===== src/rtl/spi_reg_ctrl.sv =====
// SPI frame decoder: turns a command byte plus a burst of data bytes from the
// byte-level SPI slave into register-bus writes, or prefetched register reads.
module spi_reg_ctrl #(
  parameter int          ADDR_W     = 7,
  parameter int          RD_LATENCY = 1,
  parameter logic [7:0]  STATUS     = 8'hA5
) (
  input  logic              clk,
  input  logic              rst,
  input  logic              spi_ss,
  input  logic              rx,
  input  logic [7:0]        rx_data,
  input  logic              tx,
  output logic [7:0]        tx_data,
  output logic [ADDR_W-1:0] bus_addr,
  output logic [7:0]        bus_wdata,
  output logic              bus_we,
  output logic              bus_re,
  input  logic [7:0]        bus_rdata,
  output logic              busy,
  output logic              underrun,
  output logic [2:0]        fsm_state
);

  // Handshake: rx and tx are single-cycle strobes with no back-pressure; rx
  // qualifies rx_data for that cycle, and on tx the slave takes whatever
  // tx_data holds in that same cycle. bus_we/bus_re are single-cycle strobes
  // and bus_rdata is valid exactly RD_LATENCY cycles after bus_re.
  typedef enum logic [2:0] {
    IDLE     = 3'd0,
    CMD      = 3'd1,
    WR       = 3'd2,
    RD_ISSUE = 3'd3,
    RD_WAIT  = 3'd4,
    RD_HOLD  = 3'd5
  } state_t;

  localparam logic [1:0] LAT_LAST = 2'(RD_LATENCY - 1);

  state_t            state;
  logic [ADDR_W-1:0] addr;
  logic              valid;
  logic [1:0]        lat_cnt;

  assign fsm_state = state;

  always_ff @(posedge clk) begin
    if (rst) begin
      state     <= IDLE;
      addr      <= '0;
      valid     <= 1'b0;
      lat_cnt   <= 2'd0;
      tx_data   <= STATUS;
      bus_addr  <= '0;
      bus_wdata <= 8'h00;
      bus_we    <= 1'b0;
      bus_re    <= 1'b0;
      busy      <= 1'b0;
      underrun  <= 1'b0;
    end else begin
      bus_we <= 1'b0;
      bus_re <= 1'b0;
      // Deselect beats any strobe in the same cycle; an in-flight read is dropped.
      if (spi_ss) begin
        state   <= IDLE;
        busy    <= 1'b0;
        valid   <= 1'b0;
        lat_cnt <= 2'd0;
        tx_data <= STATUS;
      end else begin
        case (state)
          IDLE: begin
            state    <= CMD;
            busy     <= 1'b1;
            underrun <= 1'b0;
            tx_data  <= STATUS;
          end
          CMD: begin
            tx_data <= STATUS;
            if (rx) begin
              addr <= rx_data[ADDR_W-1:0];
              if (rx_data[7]) begin
                // First read goes out straight away so it beats the first TX load.
                state    <= RD_ISSUE;
                bus_re   <= 1'b1;
                bus_addr <= rx_data[ADDR_W-1:0];
                tx_data  <= 8'hFF;
                valid    <= 1'b0;
              end else begin
                state <= WR;
              end
            end
          end
          WR: begin
            if (rx) begin
              bus_we    <= 1'b1;
              bus_addr  <= addr;
              bus_wdata <= rx_data;
              addr      <= addr + 1'b1;
            end
          end
          RD_ISSUE: begin
            if (tx && !valid) underrun <= 1'b1;
            lat_cnt <= 2'd0;
            state   <= RD_WAIT;
          end
          RD_WAIT: begin
            // A load during the capture cycle still sees 8'hFF; the data is kept.
            if (tx && !valid) underrun <= 1'b1;
            if (lat_cnt == LAT_LAST) begin
              tx_data <= bus_rdata;
              valid   <= 1'b1;
              addr    <= addr + 1'b1;
              state   <= RD_HOLD;
            end else begin
              lat_cnt <= lat_cnt + 2'd1;
            end
          end
          RD_HOLD: begin
            if (tx) begin
              valid    <= 1'b0;
              tx_data  <= 8'hFF;
              bus_re   <= 1'b1;
              bus_addr <= addr;
              state    <= RD_ISSUE;
            end
          end
          default: state <= IDLE;
        endcase
      end
    end
  end

endmodule

===== config.mk =====
export PLATFORM = sky130hd
export DESIGN_NAME = spi_reg_ctrl
export DESIGN_NICKNAME = d
export VERILOG_FILES = /design/src/rtl/spi_reg_ctrl.sv
export SDC_FILE = /design/constraint.sdc
export NUM_CORES = 1
export LEC_CHECK = 0
export ABC_AREA = 1
export CORE_ASPECT_RATIO = 0.5
export CORE_MARGIN = 2
export CORE_UTILIZATION = 48
export DETAILED_ROUTE_END_ITERATION = 10
export PLACE_DENSITY_LB_ADDON = 0.2
export SLEW_MARGIN = 10
export SYNTH_ARGS = -nofsm -noshare
export SYNTH_HDL_FRONTEND = slang
export SYNTH_SLANG_ARGS = --single-unit

===== constraint.sdc =====
create_clock -name clk -period 1.8 [get_ports clk]
set_clock_uncertainty 0.05 [all_clocks]
set_input_delay 0.36 -clock clk [delete_from_list [all_inputs] [get_ports clk]]
set_output_delay 0.36 -clock clk [all_outputs]
set_load 0.005 [all_outputs]

== Word level (Yosys, flattened, before mapping) ==
Cells that the tools add are included.
Storage, ports and cells
  memories kept: 0
  bits in registers: 40
  bits in writable memories: 0
  output and inout port bits: 30
  bits of input ports: 21
  word-level logic and storage cells: 81
  latch bits: 0
  ROM bits: 0
Operators by class
  order comparisons: 0
  shifts and indexed selects: 0
  multiplexer cells: 33
  add/subtract/negate cells: 2
  equality and inequality tests: 12
  div/mod/pow operators: 0
  multipliers: 0
  bitwise gates (word level): 2
  reduce and logical (&&, ||, !) cells: 21
Operators by type and width (count)
  $mux W7: 9
  $pmux W7 S3: 2
  $pmux W8 S4: 1
  $pmux W3 S6: 1
  $mux W8: 2
  $ne A2 B2 Y1 const B: 6
  $mux W1: 10
  $reduce_and A5 Y1: 2
  $mux W3: 3
  $reduce_and A3 Y1: 3
  $reduce_bool A3 Y1: 3
  $add A7 B1 Y7 const B: 1
  $eq A3 B2 Y1 const B: 2
  $eq A3 B3 Y1 const B: 2
  $reduce_and A6 Y1: 1
  $pmux W1 S2: 2
  $pmux W2 S2: 1
  $reduce_and A4 Y1: 1
  $reduce_bool A2 Y1: 2
  $reduce_bool A4 Y1: 1
  $reduce_or A2 Y1: 2
  $eq A3 B1 Y1 const B: 1
  $logic_not A3 Y1: 1
  $pmux W1 S3: 1
  other kinds (9): 10

== Logic depth before layout (Yosys ltp) ==
  word-level depth: 4
  mapped depth: 10
  gate-level depth less buffers: 10

== Least setup slack after synthesis ==
Ideal clock, no wire load.
  kind: flip-flop to flip-flop
  start point: register state[1], in the netlist fsm_state[1]
  end point: register tx_data[0]
  stages on the path, launching flop included: 10
  slack: 353 ps
  arrival time: 1259 ps
  path buffers: 0
  setup time: 138 ps
  data required time: 1612 ps
  clock period less this slack: 1447 ps
  cell sequence: dfxtp_1 inv_2 nand2_2 nor2_2 nand2_2 nand2_2 nor2_4 inv_2 nand2_1 nand3_1
On the way
  longest elaborated chain between the ends: 3
  elaborated cells between the ends (all ways): 9
  classes of those cells: eq/ne: 5; mux: 1; reduce/logical: 3
Ends and longest elaborated chain
  start, declared: RTL line 40  | state_t state;
  start signal, assigned: RTL line 49  | state <= IDLE;
  start signal, assigned: RTL line 65  | state <= IDLE;
  start signal, assigned: RTL line 73  | state <= CMD;
  $eq A3 B3 Y1, or another cell as far along: RTL line 71  | case (state)
  $reduce_bool A4 Y1 (no line) or $ne A2 B2 Y1 (tied branches)
  $reduce_and A3 Y1 (no line)
  end signal, assigned: RTL line 111  | tx_data <= bus_rdata;
  end, declared: RTL line 14  | output logic [7:0] tx_data,
Several ways; a longest one is shown, not always the timed one.
A chain may end at the register's enable or synchronous reset.

== Final worst setup path ==
  start point: register state[2], in the netlist fsm_state[2]
  end point: output port fsm_state[2]
RTL lines
  end, declared: RTL line 22  | output logic [2:0] fsm_state
No word-level cell between the ends.

==> run summary <==
Clock transition at path regs = 0.08 ns
Tmin final = 1.67 ns
NumNets Final = 375
CP Cell Sequence = clkdlybuf4s50_1
unrepaired setup endpoints after global routing = no
first-pass GRT wire length = 8.25 mm
Starting Density = 50.4%
Post-Syn Area = 1980 µm²
critical path's slowest cell = clkdlybuf4s50_1
sequential cell area fraction in the yosys report = 40.5%
FF+latch count, synth = 40
vias per inst = 4.97
CP Launch Type = flop
largest net degree at the start of global routing = 17
area leader, netlist = dfxtp_1
fin util = 68.8%
Final setup violation count = 0
DR pass1 iterations = 5
Max-slew headroom = 68.5%
crit end category = primary output
instance count on the critical path = 1
kind of critical path = reg -> out
clk sinks = 40
gr ovfl total = 0
Pwr Density = 724 nW/µm²
Cells after DPL = 399
most instantiated library cell after synthesis = nand2_1
Row Count = 16
area grow syn2layout = 36.4%
CTS tree = yes
Worst-Margin Slew = 0.472 ns
Netlist cell types = 29
Synthesized Nets = 315
initial antenna violation count = 0
CTS H-tree depth = 2
Mapped Cells = 292
VDD IR-drop max = 0.438 mV
Finished Layout Cells = 407
IO Pins = 51
First DRT Iteration DRCs = 91
clk_lat worst skew = 0.29 ns
fillers = 335
Final Hold Viols = 0
Routed WL = 4.79 mm
Req. time, crit path = 1.39 ns
CP top delay family = buffers and inverters
Avg Cell Area, Syn = 6.77 µm²
post-route ant nets = 0
worst-path maximum fanout = 5
worst path bufs/invs = 1
GP Congestion = 0.932
cts bufs inserted = 5
Yosys top cell area share = 40.5%
I/O Buffers = 50
Power Total = 1.95 mW
drt wl/cell = 11.8 µm
fmax = 598 MHz
Max Cap Violations = 0
DP HPWL = 3.59 mm
worst hold margin = 0.404 ns
crit share post-route = 93.0%
CTS Root Cell = clkbuf_8
core area = 3920 µm²
Critical Path AT = 1.26 ns
R2R cell count = 7
Final Max Slew Viols = 0
DRC = 0
die area = 4680 µm²
layout cells sized above 1 = 10.2%
vias in the first global route = 1889
status = completed
gr usage total = 22.5%
die extent in y = 49.4 µm
Top FF cell, synth = dfxtp_1
Hold Path Depth = 2
Hold Path Class = reg -> reg
ys async rst share = 0%
Die Wd = 94.8 µm
number of flops mapped to enable cells by yosys = 0
Max clock buf depth = 2
Yosys warnings = 0
TNS Setup = 0 ns
largest cells by area after synthesis = dfxtp_1 40%, nand2_1 16%, o21ai_0 7.6%
Static Leakage = 1.19 nW
slowest stage delay, CP = 0.54 ns
synth cell count leaders = 82 x nand2_1, 40 x dfxtp_1, 37 x inv_1
# diodes = 0
vias after detailed routing = 2021
state kept, by name, summed over array words and instances, names as in the netlist:
signal	count
addr	7
bus_addr	7
bus_re	1
bus_wdata	8
bus_we	1
busy	1
fsm_state	3
lat_cnt	2
tx_data	8
underrun	1
valid	1
logic make-up (layout without fill, tap and decap cells):
logic type	count (synthesis)	count (layout)	share of synthesized area, %
AO/OA/AOI/OAI	59	59	15.4
AND/OR/NAND/NOR	143	143	32.6
XOR/XNOR	2	2	0.886
buffers and inverters	46	107	9.36
flip-flops	40	40	40.5
adder cells (fa/ha/maj)	2	2	1.26
through the flow:
stage,area [µm²],worst slack (ns)
floorplan,1980,0.353
global placement,2590,0.0541
finish,2700,0.127
CTS,2700,0.0595
global route,2700,0.0471
detailed placement,2590,0.0243
path summary, 6_finish.rpt:
kind	from	endpoint	slack, ns
max reg2reg	fsm_state[0]	addr[2]	0.24
min	valid	valid	0.40
min reg2reg	valid	valid	0.40
max	fsm_state[2]	fsm_state[2]	0.13
layout by cell type (no fill, tap or decap), drive strengths merged:
cell	n
a21oi	25
a31oi	1
buf	8
bufinv	1
clkbuf	6
clkdlybuf4s50	50
clkinv	1
dfxtp	40
ha	2
inv	41
nand2	89
nand3	16
nand3b	1
nand4	2
nor2	31
nor3	4
o211ai	1
o21ai	31
o21bai	1
xnor2	1
xor2	1
report_power, final:
| part | total [mW] | switching [mW] | internal [mW] |
|---|---|---|---|
| combinational | 0.286 | 0.147 | 0.139 |
| sequential | 0.940 | 0.0244 | 0.915 |
| clock | 0.728 | 0.316 | 0.412 |
what timing repair did:
item                                    4_1_cts  5_1_grt
hold buffers                                  0        0
endpoints found under the setup margin        0        2
setup buffers                                 0        0
gates resized for setup                       0        2
routing by layer:
layer / global-route usage [%] / part of all wire (%)
met3: 6.96 / 6.6
met2: 37.7 / 48
met5: 0 / 0
met1: 28.5 / 45
met4: 5.07 / 1.0
layout make-up:
cell class                 count  area (µm²)  area share, %
timing repair buffer          58         573           21.2
multi-input combinational    206         995           36.9
tap                           54        67.6           2.50
sequential                    40         802           29.7
clock inverter                 2        35.0           1.30
clock buffer                   6        72.6           2.69
inverter                      41         154           5.70
Note: power is estimated with default switching activity, not from simulation.
